$ cat src/rtl/mem_bus_pkg.sv
// Shared memory-bus definitions for the CPU, the arbiter and the bus top.
// Command encoding, default widths and the arbiter state encoding.
package mem_bus_pkg;

    localparam int MEM_DW = 16;
    localparam int MEM_AW = 9;

    localparam logic [1:0] MNONE  = 2'b00;
    localparam logic [1:0] MREAD  = 2'b01;
    localparam logic [1:0] MWRITE = 2'b10;

    typedef enum logic [1:0] {
        S_IDLE   = 2'd0,
        S_ACCESS = 2'd1,
        S_RESP   = 2'd2
    } arb_state_t;

    // 2'b11 is not a command; it decodes to no request.
    function automatic logic is_req(input logic [1:0] cmd);
        return (cmd == MREAD) || (cmd == MWRITE);
    endfunction

endpackage

$ cat src/rtl/rr_pick2.sv
// Two-way round-robin pick: a lone requester wins, a tie goes to the
// port that did not win last time.
module rr_pick2 (
    input  logic [1:0] req,
    input  logic       last_grant,
    output logic       grant_valid,
    output logic       grant_idx
);

    assign grant_valid = |req;
    assign grant_idx   = (&req) ? ~last_grant : req[1];

endmodule

$ cat src/rtl/mem_arbiter.sv
// Two-port arbiter for the single-port memory bus with a one-cycle
// synchronous-read latency; each access is IDLE -> ACCESS -> RESP.
module mem_arbiter
    import mem_bus_pkg::*;
#(
    parameter int DW = MEM_DW,
    parameter int AW = MEM_AW
) (
    input  logic          clk,
    input  logic          reset,
    input  logic [1:0]    p0_cmd,
    input  logic [AW-1:0] p0_addr,
    input  logic [DW-1:0] p0_wdata,
    output logic          p0_ack,
    output logic [DW-1:0] p0_rdata,
    input  logic [1:0]    p1_cmd,
    input  logic [AW-1:0] p1_addr,
    input  logic [DW-1:0] p1_wdata,
    output logic          p1_ack,
    output logic [DW-1:0] p1_rdata,
    output logic [1:0]    mem_cmd,
    output logic [AW-1:0] mem_addr,
    output logic [DW-1:0] mem_wdata,
    input  logic [DW-1:0] mem_rdata,
    output logic          busy,
    output logic          owner
);

    arb_state_t    state, state_n;
    logic [1:0]    req;
    logic          grant_valid;
    logic          grant_idx;
    logic          last_grant;
    logic          load;
    logic          rd_pend;
    logic [DW-1:0] p0_rdata_q;
    logic [DW-1:0] p1_rdata_q;

    assign req = {is_req(p1_cmd), is_req(p0_cmd)};

    rr_pick2 u_pick (
        .req         (req),
        .last_grant  (last_grant),
        .grant_valid (grant_valid),
        .grant_idx   (grant_idx)
    );

    always_ff @(posedge clk or negedge reset) begin
        if (!reset) state <= S_IDLE;
        else        state <= state_n;
    end

    always_comb begin
        state_n = state;
        load    = 1'b0;
        unique case (state)
            S_IDLE: begin
                if (grant_valid) begin
                    load    = 1'b1;
                    state_n = S_ACCESS;
                end
            end
            S_ACCESS: state_n = S_RESP;
            S_RESP:   state_n = S_IDLE;
            default:  state_n = S_IDLE;
        endcase
    end

    always_ff @(posedge clk or negedge reset) begin
        if (!reset) begin
            mem_cmd    <= MNONE;
            mem_addr   <= '0;
            mem_wdata  <= '0;
            owner      <= 1'b0;
            last_grant <= 1'b1;
            p0_ack     <= 1'b0;
            p1_ack     <= 1'b0;
            rd_pend    <= 1'b0;
            p0_rdata_q <= '0;
            p1_rdata_q <= '0;
        end else begin
            p0_ack  <= 1'b0;
            p1_ack  <= 1'b0;
            mem_cmd <= MNONE;
            if (load) begin
                mem_cmd    <= grant_idx ? p1_cmd   : p0_cmd;
                mem_addr   <= grant_idx ? p1_addr  : p0_addr;
                mem_wdata  <= grant_idx ? p1_wdata : p0_wdata;
                owner      <= grant_idx;
                last_grant <= grant_idx;
            end
            if (state == S_ACCESS) begin
                rd_pend <= (mem_cmd == MREAD);
                p0_ack  <= ~owner;
                p1_ack  <= owner;
            end
            // Read data is live on the bus only during RESP; keep a copy.
            if (state == S_RESP && rd_pend) begin
                if (owner) p1_rdata_q <= mem_rdata;
                else       p0_rdata_q <= mem_rdata;
            end
        end
    end

    assign p0_rdata = (p0_ack && rd_pend) ? mem_rdata : p0_rdata_q;
    assign p1_rdata = (p1_ack && rd_pend) ? mem_rdata : p1_rdata_q;
    assign busy     = (state != S_IDLE);

endmodule

$ cat config.mk
export PLATFORM = sky130hd
export DESIGN_NAME = mem_arbiter
export DESIGN_NICKNAME = d
export VERILOG_FILES = /design/src/rtl/mem_bus_pkg.sv /design/src/rtl/rr_pick2.sv /design/src/rtl/mem_arbiter.sv
export SDC_FILE = /design/constraint.sdc
export NUM_CORES = 1
export LEC_CHECK = 0
export ABC_AREA = 1
export BUFFER_PORTS_ARGS = -buffer_cell sky130_fd_sc_hd__buf_2
export CORE_MARGIN = 4
export CORE_UTILIZATION = 43
export CTS_BUF_LIST = sky130_fd_sc_hd__clkbuf_8 sky130_fd_sc_hd__clkbuf_16
export DETAILED_ROUTE_END_ITERATION = 10
export PLACE_DENSITY = 0.72
export SLEW_MARGIN = 10
export SYNTH_ARGS = -nofsm -noshare
export SYNTH_HDL_FRONTEND = slang
export SYNTH_SLANG_ARGS = --single-unit
export TNS_END_PERCENT = 5
$ cat constraint.sdc
create_clock -name clk -period 2.4 [get_ports clk]
set_input_delay 0 -clock clk [delete_from_list [all_inputs] [get_ports clk]]
set_output_delay 0 -clock clk [all_outputs]
set_load 0.01 [all_outputs]
### Word-level counts from Yosys, hierarchy flattened

Cells that the tools add are included.

| storage, ports and cells | value |
|---|---|
| flip-flop bits (word level) | 66 |
| word-level logic and storage cells | 45 |
| output and inout bits | 63 |

| cells by class | value |
|---|---|
| mux-type cells | 13 |
| reductions and logical operators | 11 |
| equality and inequality tests | 8 |
| bitwise logic cells | 2 |

Operator list:

| kind | number |
|---|---|
| two-way mux 16 bit | 3 |
| two-way mux 9 bit | 1 |
| == test 2 x 1 -> 1 bit (second input constant) | 4 |
| == test 2 bit (second input constant) | 3 |
| two-way mux 2 bit | 3 |
| AND reduction 2 bit | 3 |
| two-way mux 1 bit | 5 |
| case mux 2 bit (2 select lines) | 1 |
| logical AND 1 bit | 3 |
| zero test 2 bit | 1 |
| logical OR 1 bit | 2 |
| inequality test 2 bit (second input constant) | 1 |
| NOT 1 bit | 2 |
| nonzero test 2 bit | 1 |
| OR reduction 2 bit | 1 |

### Logic depth before layout (Yosys ltp)

Gate-level depths: netlist of run 1.

| logic depth | value |
|---|---|
| depth in word-level cells | 6 |
| gate-level depth with buffers | 8 |

### By module

Synthesis of run 1 repeated with hierarchy kept, for this count alone.

| unflattened totals | value |
|---|---|
| cell total of the unflattened synthesis | 453 |
| area, all modules | 3311.9 um^2 |

Modules (own cells, without submodules):

| module | cells an instance | area each (um^2) | times used | seq. area each (um^2) |
|---|---|---|---|---|
| mem_arbiter | 450 | 3296.9 | 1 | 1652.8 |
| rr_pick2 | 3 | 15.0 | 1 | 0.0 |

### Worst setup path after synthesis of run 1

Ideal clock, no wire load.

| timing | value |
|---|---|
| path kind | reg2reg |
| from | reg state[1] |
| to | reg mem_addr[0] |
| stages on the path, launching flop included | 8 |
| period minus slack after synthesis | 1.194 ns |
| library setup time | 0.117 ns |
| slack | 1.206 ns |
| path buffers | 1 |
| arrival | 1.077 ns |
| cells stage by stage | dfrtp_1 -> inv_1 -> nand2_1 -> a21oi_4 -> inv_2 -> buf_2 -> nand2_1 -> nand2_1 |

| between the ends | value |
|---|---|
| cells in the longest elaborated chain, start to end | 2 |

Ends and longest elaborated chain:

| item | RTL line | text |
|---|---|---|
| start: declaration | mem_arbiter.sv:29 | `arb_state_t state, state_n;` |
| start signal: assignment | mem_arbiter.sv:50 | `else state <= state_n;` |
| zero test 2 bit | mem_arbiter.sv:56 | `unique case (state)` |
| two-way mux 1 bit | mem_arbiter.sv:56 |  |
| end signal: assignment | mem_arbiter.sv:87 | `mem_addr <= grant_idx ? p1_addr : p0_addr;` |
| end: declaration | mem_arbiter.sv:22 | `output logic [AW-1:0] mem_addr,` |

Every way passes these cells.
A chain may end at the register's enable or synchronous reset.

### Worst setup path after layout of run 1

| timing | value |
|---|---|
| from | reg last_grant |
| to | reg mem_wdata[13] |

| between the ends | value |
|---|---|
| cells in the longest elaborated chain, start to end | 3 |

Ends and longest elaborated chain:

| item | RTL line | text |
|---|---|---|
| start: declaration | mem_arbiter.sv:33 | `logic last_grant;` |
| start signal: assignment | mem_arbiter.sv:90 | `last_grant <= grant_idx;` |
| NOT 1 bit | rr_pick2.sv:11 | `assign grant_idx = (&req) ? ~last_grant : req[1];` |
| two-way mux 1 bit | rr_pick2.sv:11 |  |
| two-way mux 16 bit | mem_arbiter.sv:88 | `mem_wdata <= grant_idx ? p1_wdata : p0_wdata;` |
| end signal: assignment | mem_arbiter.sv:88 |  |
| end: declaration | mem_arbiter.sv:23 | `output logic [DW-1:0] mem_wdata,` |

Every way passes these cells.

==> results of run 1 <==
cell families (layout without fill, tap and decap cells):
group	Yosys count	in the layout	synth area share, %
DFF	66	66	48.6
buffers and inverters	100	291	12.2
and+or+nand+nor	218	218	28.7
AOI/OAI and AO/OA	68	68	10.5
power breakdown:
group / internal [uW] / switching, uW
clock: 510 / 436
combinational: 1050 / 1390
sequential: 1660 / 294
per-stage QoR:
stage | setup WS (ns) | total power (uW)
2_1_floorplan | 1.21 | 3360
3_3_place_gp | 0.763 | 4130
3_5_place_dp | 0.699 | 4200
4_1_cts | 0.299 | 5370
5_1_grt | 0.123 | 5820
6_report | 0.247 | 5340
synthesized netlist by cell type (2+ instances only):
cell type / number / area share, %
o21ai_0: 65 / 9.6
nor2_1: 5 / 0.55
nand2_2: 2 / 0.37
inv_2: 2 / 0.22
buf_4: 2 / 0.44
nand3_1: 41 / 6.0
buf_2: 7 / 1.0
clkbuf_1: 12 / 1.3
nand2_1: 155 / 17
dfrtp_1: 65 / 48
nand2_4: 2 / 0.66
inv_1: 75 / 8.3
nand3_2: 10 / 2.9
critical path, cell delays in order, from the launching register on:
cell and delay (ns):
dfstp_2 0.56, nand3_4 0.28, nand2_4 0.38, nand2_1 0.14, nand3_2 0.10, dlygate4sd3_1 0.55
nand2_1 0.05
per-layer routing:
layer,vias to the layer above,global-route usage (%)
met5,-,0
met4,0,7.67
met3,17,6.27
met2,181,32.4
met1,1604,26.7
li1,1766,-
placed cells by master, fill, tap and decap left out:
cell type / synthesis / routed
bufinv_16: 0 / 1
inv_6: 0 / 1
nand2_4: 2 / 2
nand3_2: 10 / 10
inv_2: 2 / 2
nand2_1: 155 / 155
clkinv_2: 0 / 2
dfstp_2: 1 / 1
a21oi_4: 1 / 1
nand2_2: 2 / 2
buf_2: 7 / 134
clkbuf_8: 0 / 10
buf_4: 2 / 2
dfrtp_1: 65 / 65
dlygate4sd3_1: 0 / 62
a21oi_2: 1 / 1
clkinv_4: 0 / 1
clkinvlp_4: 0 / 1
inv_1: 75 / 75
nor3_2: 1 / 1
o21ai_1: 1 / 1
nand3b_1: 1 / 1
o21ai_0: 65 / 65
nor2_1: 5 / 5
nand3_4: 1 / 1
nand3_1: 41 / 41
final cells by class:
class | instances | area [um^2]
Clock buffer | 10 | 138
Sequential cell | 66 | 1650
Clock inverter | 6 | 65.1
Inverter | 77 | 289
Fill cell | 651 | 2780
Timing Repair Buffer | 198 | 1310
Multi-Input combinational cell | 286 | 1330
Tap cell | 102 | 128
registers in the layout (all words and copies together), names as in the netlist:
name,flops
owner,1
p0_rdata_q,16
state,2
p1_ack,1
last_grant,1
rd_pend,1
mem_wdata,16
p1_rdata_q,16
p0_ack,1
mem_cmd,2
mem_addr,9
worst max path at each step:
stage / from / end
after floorplan: state[1]$_DFFE_PN0P_ / mem_addr[0]$_DFFE_PN0P_
after global placement: rd_pend$_DFFE_PN0N_ / p0_rdata_q[9]$_DFFE_PN0P_
after detailed placement: rd_pend$_DFFE_PN0N_ / p0_rdata_q[10]$_DFFE_PN0P_
after CTS: last_grant$_DFFE_PN1P_ / mem_wdata[13]$_DFFE_PN0P_
after global routing: last_grant$_DFFE_PN1P_ / mem_wdata[13]$_DFFE_PN0P_
final: last_grant$_DFFE_PN1P_ / mem_wdata[13]$_DFFE_PN0P_
repair_timing:
item | in CTS | in global routing
hold buffers | 62 | 0
endpoints found under the hold margin | 119 | 0
setup buffers | 0 | 0
==> flow_metrics.tcl, run 1 <==
set metrics [dict create \
    clock_latency_ns 0.34 \
    final_util_pct 63.9 \
    placedCellCount 667 \
    gp_congestion 0.787 \
    antenna_cells 0 \
    yosys_warnings 0 \
    io_pins 135 \
    ant_nets 0 \
    drive_gt1_share_pct 26.9 \
    h-tree-depth 3 \
    powerDensity_nw_per_um2 1090 \
    maxCapViolations 0 \
    drc 0 \
    firstDrtPassIters 5 \
    worst_pin_slew_ns 0.913 \
    syn_to_final_growth_pct 44.4 \
    min_path_type "in -> reg" \
    worstPathMaxFanout 27 \
    status "completed" \
    routed_wl_um 9260 \
    fin_crit_sh_pct 89.7 \
    synth_seq_cells 66 \
    grt.total_usage_pct 20.6 \
    hold_end "mem_addr[6]$_DFFE_PN0P_" \
    whs_ns 0.00931 \
    setup_viol 0 \
    slew_viol_final 0 \
    synth_cell_types 22 \
    cts_tree "done" \
    routed.top_layer "met4" \
    final.setup.tns_ns 0 \
    crit_required_ns 2.62 \
    grt_first_pass_wirelength_um 16400 \
    root_buffer "clkbuf_8" \
    hp-start "p1_addr[6]" \
    synth_flop_cell "dfrtp_1" \
    synth-seq-area-share_pct 48.6 \
    grt_max_degree 67 \
    fmax_mhz 464 \
    worst_setup_path_end_kind "flip-flop" \
    coreArea_um2 7690 \
    port_buffers 134 \
    placed_area_um2 4090 \
    detailed_place_hpwl_um 5770 \
    drt-vias-per-instance 4.79 \
    post_cts_resize_count 0 \
    fin_nets 710 \
    dieArea_um2 9390 \
    async_flop_share_pct 100 \
    met2_length_um 4200 \
    design_area_um2 4910 \
    die_h_um 96.9 \
    criticalPathCategory "reg -> reg" \
    synth_nets 524 \
    hold_violations 0 \
    wl_per_cell_um 12.4 \
    r2r_setup_slack_ns 0.25 \
    overflow 0 \
    die_x_um 96.9 \
    critPathLaunchType "flip-flop" \
    synthCells 452 \
    drt_iter0_drc 164 \
    syn_area_um2 3400 \
    period_minus_slack_ns 2.15 \
    slew_headroom_pct 39.0 \
    fin_skew_ns 0.0149 \
    wl_met3_um 907 \
    wl_met1_um 4000 \
    vias 3568 \
    synth_edf_count 0 \
    numCtsBuffers 9 \
    rsz0062_at_grt "false" \
    syn_avg_cell_area_um2 7.52 \
    vdd_drop_max_mv 0.509 \
    timing.rr.end "mem_wdata[13]$_DFFE_PN0P_" \
    fin_cells 745 \
    reg2reg_from "last_grant$_DFFE_PN1P_" \
    num_rows 32 \
    reg2reg_depth 6 \
    grt_pass1_vias 3606 \
    holdPathStages 5 \
    initial_core_util_pct 44.2 \
    crit_arrival_ns 2.37 \
    cts.sinks 66 \
    cts.path.max_buffers 2 \
    power.leakage_uw 0.00283 \
    clk_pin_slew_worst_paths_ns 0.08 \
    antenna_found_initial 0 \
]
Power figures use the tool's default switching activity.
==> run 2, diff against run 1 <==
- ABC_AREA: 1 -> unset
- CORE_MARGIN: 4 -> 2
- PLACE_DENSITY: 0.72 -> 0.73
- SKIP_CTS_REPAIR_TIMING: unset -> 1
==> run 2 against run 1 <==
Net effect:
- via count fell by 20%
- flip-flop and latch count did not move
- die area fell by 15%
- clock skew fell by 0.0084 ns
- largest cell class unchanged
- highest routed layer unchanged
==> flow_metrics.tcl, run 2 <==
set metrics [dict create \
    h-tree-depth 3 \
    criticalPathCategory "reg -> reg" \
    io_pins 135 \
    vdd_drop_max_mv 0.590 \
    ant_nets 0 \
    finalWorstSetupSlack_ns 0.142 \
    drt_iter0_drc 67 \
    fillCellCount 523 \
    powerDensity_nw_per_um2 1190 \
    coreArea_um2 7180 \
    wl_per_cell_um 15.0 \
    drc 0 \
    period_minus_slack_ns 2.26 \
    detailed_place_hpwl_um 5050 \
    grt_pass1_vias 2471 \
    synth_seq_cells 66 \
    critPathLaunchType "flip-flop" \
    worst_setup_path_end_kind "flip-flop" \
    largestRegisters "mem_wdata (16), p0_rdata_q (16), p1_rdata_q (16)" \
    fin_cells 585 \
    cts_tree "done" \
    antenna_cells 0 \
    maxCapViolations 0 \
    final_util_pct 66.7 \
    reg2reg_from "state[0]$_DFFE_PN0P_" \
    fin_crit_sh_pct 94.1 \
    synth_area_leader_cell "dfrtp_1" \
    overflow 0 \
    antenna_found_initial 0 \
    dieArea_um2 8010 \
    grt_first_pass_wirelength_um 11400 \
    die_h_um 89.5 \
    hold_violations 0 \
    slew_headroom_pct 38.8 \
    worst_pin_slew_ns 0.918 \
    numCtsBuffers 9 \
    power.leakage_uw 0.00235 \
    drt-vias-per-instance 4.89 \
    fin_skew_ns 0.00653 \
    cp-startpoint "state[0]$_DFFE_PN0P_" \
    drive_gt1_share_pct 45.7 \
    vias 2860 \
    syn_area_um2 3140 \
    synth_commonest_cells "65 x dfrtp_1, 56 x nand2_1, 54 x mux2_2" \
    mostFrequentLayoutCells "134 x buf_2, 69 x dlygate4sd3_1, 65 x dfrtp_1, 56 x nand2_1, 54 x mux2_2" \
    clock_latency_ns 0.33 \
    status "completed" \
    routed_wl_um 8800 \
    port_buffers 134 \
    syn_avg_cell_area_um2 11.3 \
    min_path_type "in -> reg" \
    hp-start "p1_cmd[0]" \
    firstDrtPassIters 4 \
    worstPathMaxFanout 55 \
    synthTopCellsByArea "dfrtp_1 52%, mux2_2 19%, nand2_1 6.7%, a31oi_1 5.0%, mux2_4 4.8%" \
    placedCellCount 500 \
    multi_input_area_um2 1390 \
    grt_max_degree 56 \
    synthCells 277 \
    final.setup.tns_ns 0 \
    yosys_warnings 0 \
    root_buffer "clkbuf_8" \
    yosysTopAreaCellShare_pct 51.8 \
    crit_required_ns 2.66 \
    gp_congestion 0.753 \
    crit_arrival_ns 2.52 \
    fmax_mhz 443 \
    pre_cts_ws_ns 0.635 \
    cts.path.max_buffers 2 \
    synth_flop_cell "dfrtp_1" \
    die_x_um 89.5 \
    synth_edf_count 0 \
    slew_viol_final 0 \
    grt.total_usage_pct 18.8 \
    async_flop_share_pct 100 \
    rsz0062_at_grt "false" \
    fin_nets 553 \
    initial_core_util_pct 43.8 \
    clk_pin_slew_worst_paths_ns 0.07 \
    synth_cell_types 27 \
    synth-seq-area-share_pct 52.6 \
    cts.sinks 66 \
    setup_viol 0 \
    yosysMostFrequentCell "dfrtp_1" \
    num_rows 31 \
    syn_to_final_growth_pct 52.3 \
    regArea_um2 1650 \
    synth_nets 349 \
    layout_commonest_cell "buf_2" \
]
## run 2: final cells by class
cell class,count,area share (%)
flip-flops and latches,66,34.5
clock inverters,5,0.968
well taps,99,2.59
repair buffers,208,29.5
clock buffers,11,3.16
inverters,3,0.235
multi-input cells,193,29.0
## run 2: final timing paths
path	slack, ns	cells after the start	to
worst max-delay path	0.14	6	mem_wdata[8]$_DFFE_PN0P_
worst min-delay path	0.02	3	mem_cmd[0]$_DFF_PN0_
worst max register to register	0.14	6	mem_wdata[8]$_DFFE_PN0P_
worst min register to register	0.50	1	p0_ack$_DFF_PN0_
max in group asynchronous	1.60	3	last_grant$_DFFE_PN1P_
min in group asynchronous	0.14	2	p0_rdata_q[12]$_DFFE_PN0P_
## run 2: critical path, stage by stage (launching register included)
cell and delay [ns]:
dfrtp_1 0.41, or2_2 0.33, a21oi_4 0.11, buf_4 0.43
nor2_1 0.13, a31oi_1 0.19, dlygate4sd3_1 0.57
## run 2: kinds of logic (layout without fill, tap and decap cells)
kind of cell	count (synthesis)	count (layout)	share of synthesized area, %
XOR/XNOR	3	3	1.08
multiplexers	64	64	24.1
AND/OR/NAND/NOR	92	92	11.8
buffers and inverters	18	227	3.23
flip-flops	66	66	52.6
AO/OA/AOI/OAI	34	34	7.17
## run 2: power by group
part	total [uW]	switching [uW]	internal (uW)
Sequential	1960	302	1660
Combinational	2780	1250	1530
Clock	928	404	524
## run 2: per-layer routing
| metal | vias up | track usage [%] | share of wire [%] |
|---|---|---|---|
| li1 | 1369 | - | - |
| met1 | 1351 | 22.2 | 42 |
| met2 | 127 | 32.3 | 50 |
| met3 | 13 | 5.17 | 7.1 |
| met4 | 0 | 7.73 | 1.5 |
| met5 | - | 0 | 0 |
## run 2: metrics by stage
| step | power [uW] | hold WS [ns] | instance area [um^2] |
|---|---|---|---|
| floorplan | 3380 | -0.296 | 3140 |
| global placement | 4140 | -0.0438 | 3900 |
| detailed placement | 4230 | -0.0370 | 3900 |
| CTS | 5180 | -0.400 | 4090 |
| global route | 6090 | 0.00246 | 4780 |
| finish | 5680 | 0.0191 | 4780 |
